$ cat src/rtl/mul3_pkg.sv
// Shared widths, state encoding and count-width helper for the mul3 MAC stage.
package mul3_pkg;

  localparam int PROD_W = 6;
  localparam int OPND_W = 3;

  typedef enum logic {ACCUM, HOLD} mac_state_t;

  // Term counter width; never narrower than one bit.
  function automatic int cnt_w(input int n);
    return (n <= 2) ? 1 : $clog2(n);
  endfunction

endpackage

$ cat src/rtl/mul3.sv
// Existing 3x3 unsigned combinational multiplier, bit-level ports a0..a2, b0..b2, z0..z5.
module mul3 (
  input  logic a0,
  input  logic a1,
  input  logic a2,
  input  logic b0,
  input  logic b1,
  input  logic b2,
  output logic z0,
  output logic z1,
  output logic z2,
  output logic z3,
  output logic z4,
  output logic z5
);

  logic [5:0] a_ext;
  logic [5:0] b_ext;
  logic [5:0] prod;

  assign a_ext = {3'b000, a2, a1, a0};
  assign b_ext = {3'b000, b2, b1, b0};
  assign prod  = a_ext * b_ext;

  assign {z5, z4, z3, z2, z1, z0} = prod;

endmodule

$ cat src/rtl/mul3_mac.sv
// Multiply-accumulate stage: sums TERMS mul3 products per output word over valid/ready.
// Build option: define MUL3_MAC_SAT_EN for saturating accumulation (default wraps).
module mul3_mac
  import mul3_pkg::*;
#(
  parameter int TERMS = 4,
  parameter int ACC_W = 8
) (
  input  logic              clk,
  input  logic              rst,
  input  logic              in_valid,
  output logic              in_ready,
  input  logic [OPND_W-1:0] in_a,
  input  logic [OPND_W-1:0] in_b,
  input  logic              clear,
  output logic              out_valid,
  input  logic              out_ready,
  output logic [ACC_W-1:0]  out_sum,
  output logic              out_ovf
);

  localparam int CNT_W = cnt_w(TERMS);
  localparam int SUM_W = ACC_W + 1;
  localparam logic [CNT_W-1:0] LAST_CNT = CNT_W'(TERMS - 1);

  mac_state_t        state_q;
  logic [ACC_W-1:0]  acc_q, acc_d;
  logic [CNT_W-1:0]  cnt_q, cnt_d;
  logic              ovf_q, ovf_d;
  logic              in_ready_q;
  logic              out_valid_q;
  logic [ACC_W-1:0]  out_sum_q;
  logic              out_ovf_q;

  logic [PROD_W-1:0] p;
  logic [SUM_W-1:0]  sum_w;
  logic              carry;

  mul3 u_mul3 (
    .a0(in_a[0]), .a1(in_a[1]), .a2(in_a[2]),
    .b0(in_b[0]), .b1(in_b[1]), .b2(in_b[2]),
    .z0(p[0]), .z1(p[1]), .z2(p[2]), .z3(p[3]), .z4(p[4]), .z5(p[5])
  );

  assign sum_w = {1'b0, acc_q} + SUM_W'(p);
  assign carry = sum_w[ACC_W];
  assign ovf_d = ovf_q | carry;
  assign cnt_d = cnt_q + 1'b1;

`ifdef MUL3_MAC_SAT_EN
  // Once clamped the accumulator is pinned at full scale for the rest of the word.
  assign acc_d = (carry || ovf_q) ? {ACC_W{1'b1}} : sum_w[ACC_W-1:0];
`else
  assign acc_d = sum_w[ACC_W-1:0];
`endif

  always_ff @(posedge clk or posedge rst) begin
    if (rst) begin
      state_q     <= ACCUM;
      acc_q       <= '0;
      cnt_q       <= '0;
      ovf_q       <= 1'b0;
      in_ready_q  <= 1'b1;
      out_valid_q <= 1'b0;
      out_sum_q   <= '0;
      out_ovf_q   <= 1'b0;
    end else begin
      case (state_q)
        ACCUM: begin
          if (clear) begin
            acc_q <= '0;
            cnt_q <= '0;
            ovf_q <= 1'b0;
          end else if (in_valid && in_ready_q) begin
            if (cnt_q == LAST_CNT) begin
              out_sum_q   <= acc_d;
              out_ovf_q   <= ovf_d;
              out_valid_q <= 1'b1;
              acc_q       <= '0;
              cnt_q       <= '0;
              ovf_q       <= 1'b0;
              in_ready_q  <= 1'b0;
              state_q     <= HOLD;
            end else begin
              acc_q <= acc_d;
              cnt_q <= cnt_d;
              ovf_q <= ovf_d;
            end
          end
        end
        HOLD: begin
          // clear is deliberately ignored here so a finished word is never dropped.
          if (out_ready) begin
            out_valid_q <= 1'b0;
            in_ready_q  <= 1'b1;
            state_q     <= ACCUM;
          end
        end
        default: begin
          state_q    <= ACCUM;
          in_ready_q <= 1'b1;
        end
      endcase
    end
  end

  assign in_ready  = in_ready_q;
  assign out_valid = out_valid_q;
  assign out_sum   = out_sum_q;
  assign out_ovf   = out_ovf_q;

endmodule

$ cat config.mk
export PLATFORM = sky130hd
export DESIGN_NAME = mul3_mac
export DESIGN_NICKNAME = d
export VERILOG_FILES = /design/src/rtl/mul3_pkg.sv /design/src/rtl/mul3.sv /design/src/rtl/mul3_mac.sv
export SDC_FILE = /design/constraint.sdc
export NUM_CORES = 1
export LEC_CHECK = 0
export ABC_AREA = 1
export BUFFER_PORTS_ARGS = -buffer_cell sky130_fd_sc_hd__buf_4
export CAP_MARGIN = 5
export CORE_MARGIN = 3
export CORE_UTILIZATION = 40
export DETAILED_ROUTE_END_ITERATION = 12
export SLEW_MARGIN = 20
export SYNTH_ARGS = -nofsm -noshare
export SYNTH_HDL_FRONTEND = slang
export SYNTH_SLANG_ARGS = --single-unit
$ cat constraint.sdc
create_clock -name clk -period 1.9 [get_ports clk]
set_clock_uncertainty 0.1 [all_clocks]
set_input_delay 0.095 -clock clk [delete_from_list [all_inputs] [get_ports clk]]
set_output_delay 0.095 -clock clk [all_outputs]
set_load 0.03 [all_outputs]
==> run summary, run 1 <==
The filler cells instantiated in the layout total 335. The mux share of post-synthesis cell area came out at 0%. Global routing finished with a remaining overflow of 0. For the finished layout, the period the worst path requires is 2.04 ns. The synthesized area divided by synthesized cell count is 8.07 sq um, and the number of global-route vias before repair is 1248. The routed design uses 104 microns of met3 wire.

The run finished, with violations left. Once the floorplan was initialized, standard cells occupied 44.1% of the core. The run gives 260 as the count of non-filler cells in the finished layout.

For the worst slew slack as a fraction of its limit, the log shows 80.6%. The detailed router's first-iteration violation count came out at 28. For this design the static power due to leakage is 1.12 nW. The number of antenna-violating nets in the routed design was 0. The worst setup timing slack at the placement stage came out at -0.529 ns.

The congestion estimate from routability-driven global placement came to 0.879. In the finished design, the share of the clock period the worst path needs comes to 107%. The achievable clock frequency is 490 MHz. Entering global routing, the biggest net connects 24 pins.

The die extent in x was 65.4 microns. The tools report the root cell of the clock tree as sky130_fd_sc_hd__clkbuf_4. The synthesized netlist devotes 0.620% of its cell area to XOR and XNOR gates. The tools report the count of pins over their slew limit as 0. The post-detailed-placement half-perimeter wirelength is 2.33 mm. The mapped netlist covers 0.00141 sq mm. In this run, synthesis produced a sequential element count of 23. Setup total negative slack on the finished layout was measured at -0.944 ns.

The first TritonRoute pass finished after 4 iterations. The floorplan step defined a core boundary enclosing 0.00320 sq mm. In the final routing, the length of wire on met1 measures 1.49 mm. The share of the Yosys chip area taken by registers is 40.8%. For this block, the via count after detailed routing is 1204.

Combined global-route utilization of all metal layers: 16.0%. Signal routing reaches up to met4. The post-synthesis simple-gate area fraction was 29.8%.

The library cells used most frequently in the layout, excluding fill and tap cells, are 58 x sky130_fd_sc_hd__nand2_1, 31 x sky130_fd_sc_hd__buf_4, 22 x sky130_fd_sc_hd__inv_1, 22 x sky130_fd_sc_hd__dfrtp_1. The growth of design area from synthesis to finish works out to 39.6%. The tools report the final worst setup slack as -0.141 ns. The kind of critical path is input pin to flop. The met2 routed wirelength is 1.53 mm.

The final reports fail on setup timing. Vias per cell: 4.63. The largest buffer count on any clock path was 2. The number of nets in the synthesized netlist is 201. Number of antenna repair diodes: 0. The die covers 0.00428 sq mm. Counting every sink on the clock net gives 23.

The adder-cell share of the synthesized area was 15.9%; the worst hold slack was 0.0972 ns. The max capacitance violation total was 0. The total power consumption of the routed design came out at 1.26 mW.

Cells with a size suffix above 1 make up 38.9% of the layout. STA classifies the critical path startpoint as an input pin. In this run, CTS created clock tree buffers numbering 3.

The worst setup path is captured at a flop. 22 I/O pins were placed. For the worst setup path, the data arrival time is 2.21 ns. The initial antenna violation count is 0, and the maximum net fanout on the critical path is 3. Summing the areas of all compound-gate instances in the mapped netlist gives 3.90% of the synthesized area. For the number of H-tree levels, the log shows 1.

The tools report the number of distinct standard cells referenced by the synthesized netlist as 23. The largest voltage drop on the vdd net was 362 uV. Clock-pin slew was measured on the worst setup and hold paths at 0.12 ns. Areal power density over the cells: 639 mW/mm^2.

At the pin with the least slew margin, the transition time is 0.291 ns. The tools report the layout net count as 243. The min-delay analysis places its worst path in the category input pin to flop.

In the routed design, unresolved DRC markers number 0. The final layout contains routed wiring with a total length of 3.17 mm. STA puts the critical path data required time at 2.07 ns. The run gives 249 as the placed instance count.

The first global-routing pass estimated 5.36 mm of wire. The insertion delay of the later-clocked pin in the worst-skew pair was 0.31 ns. In this run the core area contains 20 standard-cell rows. The port buffer count is 21, and the yosys synthesis warning count is 0. In the synthesized netlist, the number of instances is 175. Setup violations remaining at the end of the flow were counted as 10. The routed length per instance works out to 12.2 microns.

TritonCTS built the clock tree. In this run the vertical extent of the chip is 65.4 microns. By area, the combinational part of the netlist is dominated by simple AND/OR/NAND/NOR gates.

The total count of hold-check failures in the final report came out at 0. Setup repair after global routing could not meet its margin everywhere. The library cell used most frequently in the layout, excluding fill and tap cells, is sky130_fd_sc_hd__nand2_1.
[Yosys cell counts (all sizes together)]
cell	count	area share, %
xnor2	1	0.62
fa	5	7.1
o22ai	1	0.44
ha	10	8.9
dfstp	1	1.9
or2	1	0.44
o21ai	4	1.4
nand4	1	0.44
a21oi	2	1.5
clkinv	1	0.35
a21o	1	0.53
inv	29	7.7
nor2	3	1.3
nand2	72	19
buf	1	0.80
dfrtp	22	39
nand3	20	8.3
[cell families after synthesis]
| family | Yosys count |
|---|---|
| buffers and inverters | 31 |
| DFF | 23 |
| and+or+nand+nor | 97 |
| xor gates and xnor gates | 1 |
| AOI/OAI and AO/OA | 8 |
| adders and majority gates | 15 |
[routing by layer]
layer / track usage [%] / up-vias
met1: 21.7 / 557
li1: - / 621
met4: 3.89 / 0
met2: 26.4 / 21
met3: 2.91 / 5
met5: 0 / -
[what timing repair did]
item	CTS	global route
hold endpoints to repair	27	0
gates resized for setup	16	24
setup endpoints to repair	12	14
pin swaps	8	16
hold buffers	3	0
buffers inserted	3	1
[worst max-delay path, stage by stage]
cell                      delay [ns]
sky130_fd_sc_hd__buf_8          0.08
sky130_fd_sc_hd__nand2_4        0.04
sky130_fd_sc_hd__fa_1           0.53
sky130_fd_sc_hd__inv_1          0.05
sky130_fd_sc_hd__fa_1           0.50
sky130_fd_sc_hd__fa_2           0.42
sky130_fd_sc_hd__nand2_2        0.07
sky130_fd_sc_hd__nand2_2        0.06
sky130_fd_sc_hd__nand3_2        0.08
sky130_fd_sc_hd__nand2_1        0.08
sky130_fd_sc_hd__nand2_2        0.08
sky130_fd_sc_hd__nand3_2        0.07
sky130_fd_sc_hd__nand2_1        0.06
[state kept, by name, indices dropped and copies added (netlist names)]
register,flops
out_sum,8
out_valid,1
cnt_q,2
ovf_q,1
state_q,1
out_ovf,1
acc_q,8
in_ready,1
[worst paths after layout]
path | startpoint | endpoint | slack [ns] | cells after the start
max reg2reg | acc_q[2] | out_sum[7] | -0.14 | 9
max in group asynchronous | rst | in_ready | 1.16 | 4
max | in_b[2] | out_sum[7] | -0.14 | 13
min | in_valid | cnt_q[1] | 0.1 | 5
min reg2reg | in_ready | in_ready | 0.39 | 2
min in group asynchronous | rst | out_sum[6] | 0.25 | 4
[stage by stage]
stage / utilization [%] / cell area [sq um]
finish: 61.6 / 1970
global route: 61.6 / 1970
CTS: 58.6 / 1880
detailed placement: 53.7 / 1720
global placement: 53.7 / 1720
floorplan: - / 1440
[cell type report]
cell class                      count  area (sq um)  area share, %
Clock buffer                        4          26.3           1.33
Inverter                           30           114           5.77
Timing Repair Buffer               38           315           16.0
Sequential cell                    23           577           29.3
Multi-Input combinational cell    121           885           44.9
Tap cell                           44          55.1           2.79
[report_power, final]
part	leakage, nW	total (mW)	internal, mW	switching [mW]
Combinational	0.796	0.489	0.230	0.259
Sequential	0.314	0.541	0.520	0.0213
Clock	0.0150	0.230	0.0821	0.148
No activity file was read; power rests on OpenSTA's default activity.
==> run 2, diff against run 1 <==
- clock period: 1.9 -> 1.7 ns (I/O delays scaled with it)
==> run 2 against run 1 <==
  * The run still ends with setup timing left
  * Sequential power increased by 12%
  * Worst setup slack got worse by 0.13 ns
  * Sequential share of layout area down 0.85 points
  * Final area grew 3.0%
  * Clock-buffer cell count is the same
  * Wire length up 4.3%
  * Largest cell class unchanged
  * Final cell count increased by 0.77%
  * Die area stayed put
  * Via count grew 3.7%
  * Register-to-register slack worse by 0.13 ns
==> run summary, run 2 (synthesized netlist as in run 1, its figures left out) <==
Traced cell by cell, the critical path runs through ha_1 -> ha_2 -> fa_2 -> nand2_1 -> nand2_2 -> a21o_1 -> nand3_1 -> nand2_1. The tools report the start of the worst register-to-register path as acc_q[1]. The initialized floorplan defines 20 standard-cell rows. Count of pins over their slew limit: 0. The congestion estimate from routability-driven global placement came to 0.879.

Summed over all layers, the routed wires come to 3.30 mm. The final reports fail on setup timing. The tools report the worst hold slack as 0.0845 ns. Setup violations remaining at the end of the flow were counted as 14. The detailed router finished its first iteration with 25 violations.

After clock tree synthesis, the clock-pin slew on the worst setup and hold paths is 0.13 ns. In this design, the stage delay of the slowest critical-path cell is 0.41 ns. The post-detailed-placement half-perimeter wirelength came out at 2.36 mm. For the insertion delay of the later-clocked pin in the worst-skew pair, the log shows 0.31 ns.

CTS placed an instance of sky130_fd_sc_hd__clkbuf_4 at the clock tree root. The areal power density over the cells was 715 mW/mm^2. The setup check on the worst reg-to-reg path leaves a slack of -0.27 ns. Global routing consumed, over all layers together, 16.4% of the routing resources.

The path class of the tightest hold or removal check is input pin to flop. Along the worst hold path, the cell count comes to 5. Cell repeated most along the worst path: sky130_fd_sc_hd__nand2_1. The net count of the finished layout is 245. The growth of design area from synthesis to finish is 43.8%. For this run, the share of the core covered by cells in the final layout is 63.4%.

The number of H-tree levels is 1, and the final worst setup slack is -0.271 ns. The maximum net fanout on the critical path is 3. The library cell used most frequently in the layout, excluding fill and tap cells, is sky130_fd_sc_hd__nand2_1. For the pin with the worst max-slew slack, the measured transition is 0.304 ns. In this run the most critical hold path is launched from in_valid. Counting tap cells, the placed design contains a total of 249 instances.

The die extent in x works out to 65.4 microns. The tools report the core area as 0.00320 sq mm. The critical path in this run is classified as flop to flop. The worst path required time was 1.82 ns; the number of cells on the worst reg-to-reg path was 8. STA classifies the critical path endpoint as a flop. The worst setup path is launched from a flop. Routed length per instance: 12.6 microns. The die covers 0.00428 sq mm. The number of antenna-violating nets in the routed design is 0, and the number of remaining DRC errors is 0. The die is 65.4 microns tall. The tools report the capture point of the worst reg-to-reg path as acc_q[5]. VDD sags by at most 419 uV. The total count of hold-check failures in the final report was 0; the final-layout setup total negative slack was -2.99 ns.

The run gives 2 as the largest buffer count on any clock path. The number of clock buffers inserted by TritonCTS is 3. Data on the critical path arrives at its endpoint at 2.09 ns.

Clock period minus final worst setup slack: 1.97 ns. The worst slew slack as a fraction of its limit came out at 79.7%. The count of non-filler cells in the finished layout came out at 262.

Port buffering added 21 buffers. Leaving out fill and tap cells, the most frequent cells in the layout are 55 x sky130_fd_sc_hd__nand2_1, 32 x sky130_fd_sc_hd__buf_4, 22 x sky130_fd_sc_hd__dfrtp_1. TritonCTS built the clock tree. Cell with the largest stage delay on the worst path: sky130_fd_sc_hd__dfrtp_1. The number of antenna repair diodes came out at 0.

The tools report the end point of the worst hold path as cnt_q[1]. The detailed router placed 1248 vias in this run. The run gives 0 as the max capacitance violation total.

Cells with a size suffix above 1 make up 42.2% of the layout. The analysis attributes to cell leakage a power of 1.13 nW. Before antenna repair, the detailed router went through 4 iterations. The tools report the pin count of the biggest net entering global routing as 24. After detailed routing, the number of vias per cell comes to 4.76. The run finished, with violations left. The layout has 305 filler cells. Wire length of the first global-routing pass: 5.52 mm.

The number of global-route vias before repair was 1259; the total congestion overflow after global routing was 0. Derived from the worst setup path, the maximum achievable clock frequency is 507 MHz. Dividing the final minimum period by the clock period gives 116%. The run gives 0 as the initial antenna violation count. Setup repair after global routing could not meet its margin everywhere. For the top-level I/O count, the log shows 22. CTS saw 23 sinks. Initial core utilization: 44.1%.

Across the whole layout, storage elements account for 577 sq um. Summing all multi-input logic gate instances after layout gives 925 sq um.
-- run 2: worst max-delay path by stage --
stage | from | slack [ns] | to | cells after the start
CTS | in_b[2] | -0.30 | out_sum[5] | 11
global placement | in_b[0] | -0.69 | out_sum[5] | 11
floorplan | in_b[0] | -0.46 | out_sum[7] | 11
finish | acc_q[1] | -0.27 | acc_q[5] | 8
detailed placement | in_b[0] | -0.71 | out_sum[7] | 12
global route | acc_q[1] | -0.35 | out_sum[7] | 9
-- run 2: per-layer routing --
| metal | track usage [%] | wire length, microns |
|---|---|---|
| met1 | 21.6 | 1500 |
| met2 | 28.6 | 1690 |
| met3 | 1.54 | 89 |
| met4 | 4.66 | 31 |
| met5 | 0 | 0 |
-- run 2: repair_timing --
| action | 4_1_cts | 5_1_grt |
|---|---|---|
| hold endpoints to repair | 27 | 0 |
| pin swaps | 11 | 12 |
| resized for setup | 20 | 30 |
| hold buffers | 3 | 0 |
| setup endpoints to repair | 14 | 14 |
| buffers inserted | 4 | 2 |
| cloned | 0 | 0 |
-- run 2: worst max-delay path, delay by kind of cell, from the launching register on --
| kind | cells | cell delay, ns |
|---|---|---|
| compound gates | 1 | 0.19 |
| fa+ha+maj | 3 | 0.91 |
| simple gates | 4 | 0.28 |
| flops | 1 | 0.41 |
-- run 2: per-stage QoR --
step | instance area (sq um) | power [mW] | worst slack (ns)
after global placement | 1720 | 1.02 | -0.689
after floorplan | 1440 | 0.877 | -0.459
final | 2030 | 1.45 | -0.271
after detailed placement | 1720 | 1.02 | -0.706
after CTS | 1900 | 1.38 | -0.305
after global routing | 2030 | 1.55 | -0.349
-- run 2: layout make-up --
| class | count | share of cell area, % |
|---|---|---|
| clock buffers | 4 | 1.29 |
| inverters | 30 | 5.61 |
| multi-input cells | 121 | 45.5 |
| flip-flops and latches | 23 | 28.4 |
| well taps | 44 | 2.71 |
| repair buffers | 40 | 16.5 |
-- run 2: report_power, final --
part           leakage (nW)  switching [mW]  internal, mW
Sequential            0.314          0.0232         0.581
Combinational         0.805           0.309         0.279
Clock                0.0150           0.168        0.0916
==> run 3, diff against run 2 <==
- ABC_AREA: 1 -> not set
==> run 3 against run 2 <==
  * The flow still finishes with violations (setup timing)
  * Synthesized cell count down 27%
  * Critical path depth up 2
  * Sequential share of layout area up 0.34 points
  * Area after synthesis down 2.0%
  * Die area down 1.8%
  * Sequential power up 26%
  * Power up 46%
==> run summary, run 3 <==
Timing would allow up to 410 MHz. Summing the sequential cell areas from Yosys gives 41.7% of the chip area. Summed over all nets, the half-perimeter wirelength after detailed placement is 2.17 mm.

The vias per cell is 4.93. In this run the register-to-register setup slack is -0.72 ns. Power share of the sequential group: 35.9%.

For the pin with the worst max-slew slack, the measured transition is 0.335 ns. Number of H-tree levels: 1. The count of pins over their slew limit was 0; the cell area after synthesis was 0.00138 sq mm. The core area is 0.00318 sq mm, and the number of clock buffers inserted by TritonCTS is 3.

Yosys synthesis warning count: 0. The first global-routing pass estimated 5.13 mm of wire. For this run, the share of the core covered by cells in the final layout is 63.1%. In this run switching power makes up 38.3% of total power. Total congestion overflow after global routing: 0. The longest clock path from root to sink contains 2 buffers.

IR analysis of the VDD net gives a maximum drop of 528 uV. Following the worst setup path forward leads to its endpoint at out_sum[6]. The number of cells on the worst reg-to-reg path is 6.

Setup repair after global routing could not meet its margin everywhere. The post-route netlist has 44.3% of its cells at a drive strength greater than 1. STA puts the critical path data required time at 1.80 ns. The most critical setup path has its startpoint at in_b[0]. The worst path needs 2.44 ns of the cycle, external delays included.

In this run, the number of DRC markers left after iteration 0 of detailed routing was 36. The die covers 0.00420 sq mm. Before antenna repair, the detailed router went through 4 iterations.

The capture point of the worst reg-to-reg path is out_sum[6]. TritonCTS built the clock tree. The endpoint type of the worst setup path was a flop. The start of the worst register-to-register path was acc_q[2]. For this run, asynchronously set or reset flops after synthesis account for 100%. The final worst setup slack is -0.740 ns, and the initial core utilization is 43.5%. In this run the core area contains 20 standard-cell rows. For this block, wires on met1 add up to 1.32 mm.

For the routed wire length, the log shows 3.01 mm. By area the synthesized netlist is led by sky130_fd_sc_hd__dfrtp_1 40%, sky130_fd_sc_hd__ha_1 9.0%, sky130_fd_sc_hd__fa_1 7.2%. The final critical path takes up 144% of the cycle. The placed instance count is 205. The run finished, with violations left.

Maximum net fanout on the critical path: 2. The total count of hold-check failures in the final report was 0. The proportion of power drawn by the clock network was 11.9%.

For this design the top-level I/O count stands at 22. Headroom to the max-slew limit came out at 77.7%. For the net switching power, the log shows 0.814 mW. STA classifies the critical path startpoint as an input pin.

Entering global routing, the biggest net connects 24 pins. The areal power density over the cells is 1060 mW/mm^2. The tools report the setup-violating endpoint count in the final report as 14. Leaving out fill and tap cells, the most frequent cells in the layout are 38 x sky130_fd_sc_hd__buf_4, 22 x sky130_fd_sc_hd__dfrtp_1, 12 x sky130_fd_sc_hd__nand2_1. The number of flops mapped to enable cells by yosys is 0, and the port buffer count is 21.

The number of vias in the routed layout is 1084. At the placement stage, the worst setup path has a slack of -1.11 ns. The cell count after synthesis came out at 127. Dividing the synthesized area by the synthesized cell count gives 10.9 sq um. By count the netlist is led by 22 x sky130_fd_sc_hd__dfrtp_1, 15 x sky130_fd_sc_hd__nand2_1, 11 x sky130_fd_sc_hd__inv_1. The biggest area contributor in the post-synthesis netlist is sky130_fd_sc_hd__dfrtp_1. The tree is rooted in a sky130_fd_sc_hd__clkbuf_4.

The initial antenna violation count was 0. For this run, the leading register cell type out of synthesis is sky130_fd_sc_hd__dfrtp_1. The tool flagged a number of max-cap violations equal to 0. The worst setup path is of the input pin to flop kind.

The final-layout setup total negative slack was -7.95 ns; the number of remaining DRC errors was 0. For the proportion of power drawn by combinational gates, the log shows 52.2%. The class of the tightest hold or removal check is input pin to flop. The synthesized flop and latch total is 23. The most common cell in the synthesized netlist is sky130_fd_sc_hd__dfrtp_1. Synthesis instantiated 33 different standard cells from the library. From bottom edge to top edge, the die measures 64.8 microns. The highest layer touched by signal routing is met4. The count of cells in the finished layout, fillers not included, comes to 220.

The fraction of post-synthesis cell area in the top cell type by area was 39.8%; the number of antenna repair diodes was 0. Synthesis produced a netlist with a net count of 153. The analysis attributes to cell leakage a power of 1.00 nW. Global routing consumed, over all layers together, 15.6% of the routing resources. The commonest non-fill, non-tap cell in the layout was sky130_fd_sc_hd__buf_4.

The congestion estimate from routability-driven global placement came to 0.792. Clock-pin slew was measured on the worst setup and hold paths at 0.13 ns. The number of antenna-violating nets in the routed design came out at 0. The routed length per instance is 13.7 microns. The number of clock sinks was 23; the met3 routed wirelength was 95 microns.

The growth of design area from synthesis to finish was 45.0%. The number of global-route vias before repair was 1116; the insertion delay of the later-clocked pin in the worst-skew pair was 0.31 ns. The internal portion of the total power is 1.31 mW. The net count of the finished layout is 203.

The final reports fail on setup timing. The signal arrival time at the worst endpoint was 2.54 ns; the die extent in x was 64.8 microns. Met2 routed wirelength: 1.58 mm.
run 3: cell types whose count changed in the layout (fill, tap and decap cells not counted), sizes merged, moves of 5 or more:
cell | previous run | this run
buf | 37 | 44
inv | 29 | 11
a21oi | 2 | 7
o21ai | 4 | 9
nand2 | 72 | 15
nand3 | 20 | 4
and2 | 0 | 7
mux2 | 0 | 8
run 3: final cells by class:
cell class,count,area [sq um]
fillers,254,1170
multi-input cells,90,876
clock buffers,4,26.3
inverters,11,41.3
well taps,44,55.1
repair buffers,48,432
flip-flops and latches,23,577
run 3: power groups by stage:
| stage | clock network (mW) | logic (mW) | registers (mW) |
|---|---|---|---|
| after detailed placement | 0 | 0.947 | 0.779 |
| final | 0.253 | 1.11 | 0.762 |
| after global placement | 0 | 0.925 | 0.775 |
| after CTS | 0.266 | 1.02 | 0.770 |
| after global routing | 0.284 | 1.21 | 0.779 |
| after floorplan | 0 | 0.437 | 0.921 |
run 3: worst min path at each step:
stage                     slack, ns  cells after the start         end     start
after floorplan               -0.01                      1    acc_q[0]       rst
after global placement         0.05                      3  out_sum[0]       rst
after detailed placement       0.05                      3  out_sum[0]       rst
after CTS                      0.08                      4    cnt_q[1]  in_valid
after global routing           0.21                      4  out_sum[0]   in_a[0]
final                          0.19                      5    cnt_q[1]  in_valid
run 3: per-stage QoR:
| stage | instance area, sq um | hold slack (ns) | power, mW |
|---|---|---|---|
| after global routing | 2010 | 0.212 | 2.27 |
| after detailed placement | 1760 | 0.0520 | 1.73 |
| after global placement | 1760 | 0.0463 | 1.70 |
| after floorplan | 1440 | -0.0138 | 1.36 |
| after CTS | 1900 | 0.0849 | 2.06 |
| final | 2010 | 0.191 | 2.12 |
run 3: kinds of logic after synthesis:
group	share of synthesized area, %
AOI/OAI and AO/OA	12.7
adders and majority gates	16.3
xor gates and xnor gates	3.17
and+or+nand+nor	14.6
DFF	41.7
muxes	7.50
buffers and inverters	4.07
run 3: layer usage:
| layer | global-route usage [%] | up-vias |
|---|---|---|
| li1 | - | 531 |
| met1 | 19.4 | 536 |
| met2 | 27.3 | 15 |
| met3 | 4.16 | 2 |
| met4 | 2.37 | 0 |
| met5 | 0 | - |
run 3: worst max-delay path, cell delays in order:
cell and delay (ns):
sky130_fd_sc_hd__buf_8 0.08, sky130_fd_sc_hd__nand2_4 0.04, sky130_fd_sc_hd__fa_1 0.55, sky130_fd_sc_hd__inv_2 0.04, sky130_fd_sc_hd__fa_1 0.49, sky130_fd_sc_hd__ha_1 0.32
sky130_fd_sc_hd__a21o_1 0.20, sky130_fd_sc_hd__a2111oi_4 0.37, sky130_fd_sc_hd__xnor2_1 0.11, sky130_fd_sc_hd__mux2_4 0.26
run 3: what timing repair did:
action | 4_1_cts | 5_1_grt
pin swaps | 10 | 9
hold buffers | 3 | 0
buffers inserted | 0 | 7
gates cloned | 0 | 1
endpoints found under the setup margin | 14 | 16
endpoints found under the hold margin | 27 | 0
gates resized for setup | 18 | 7
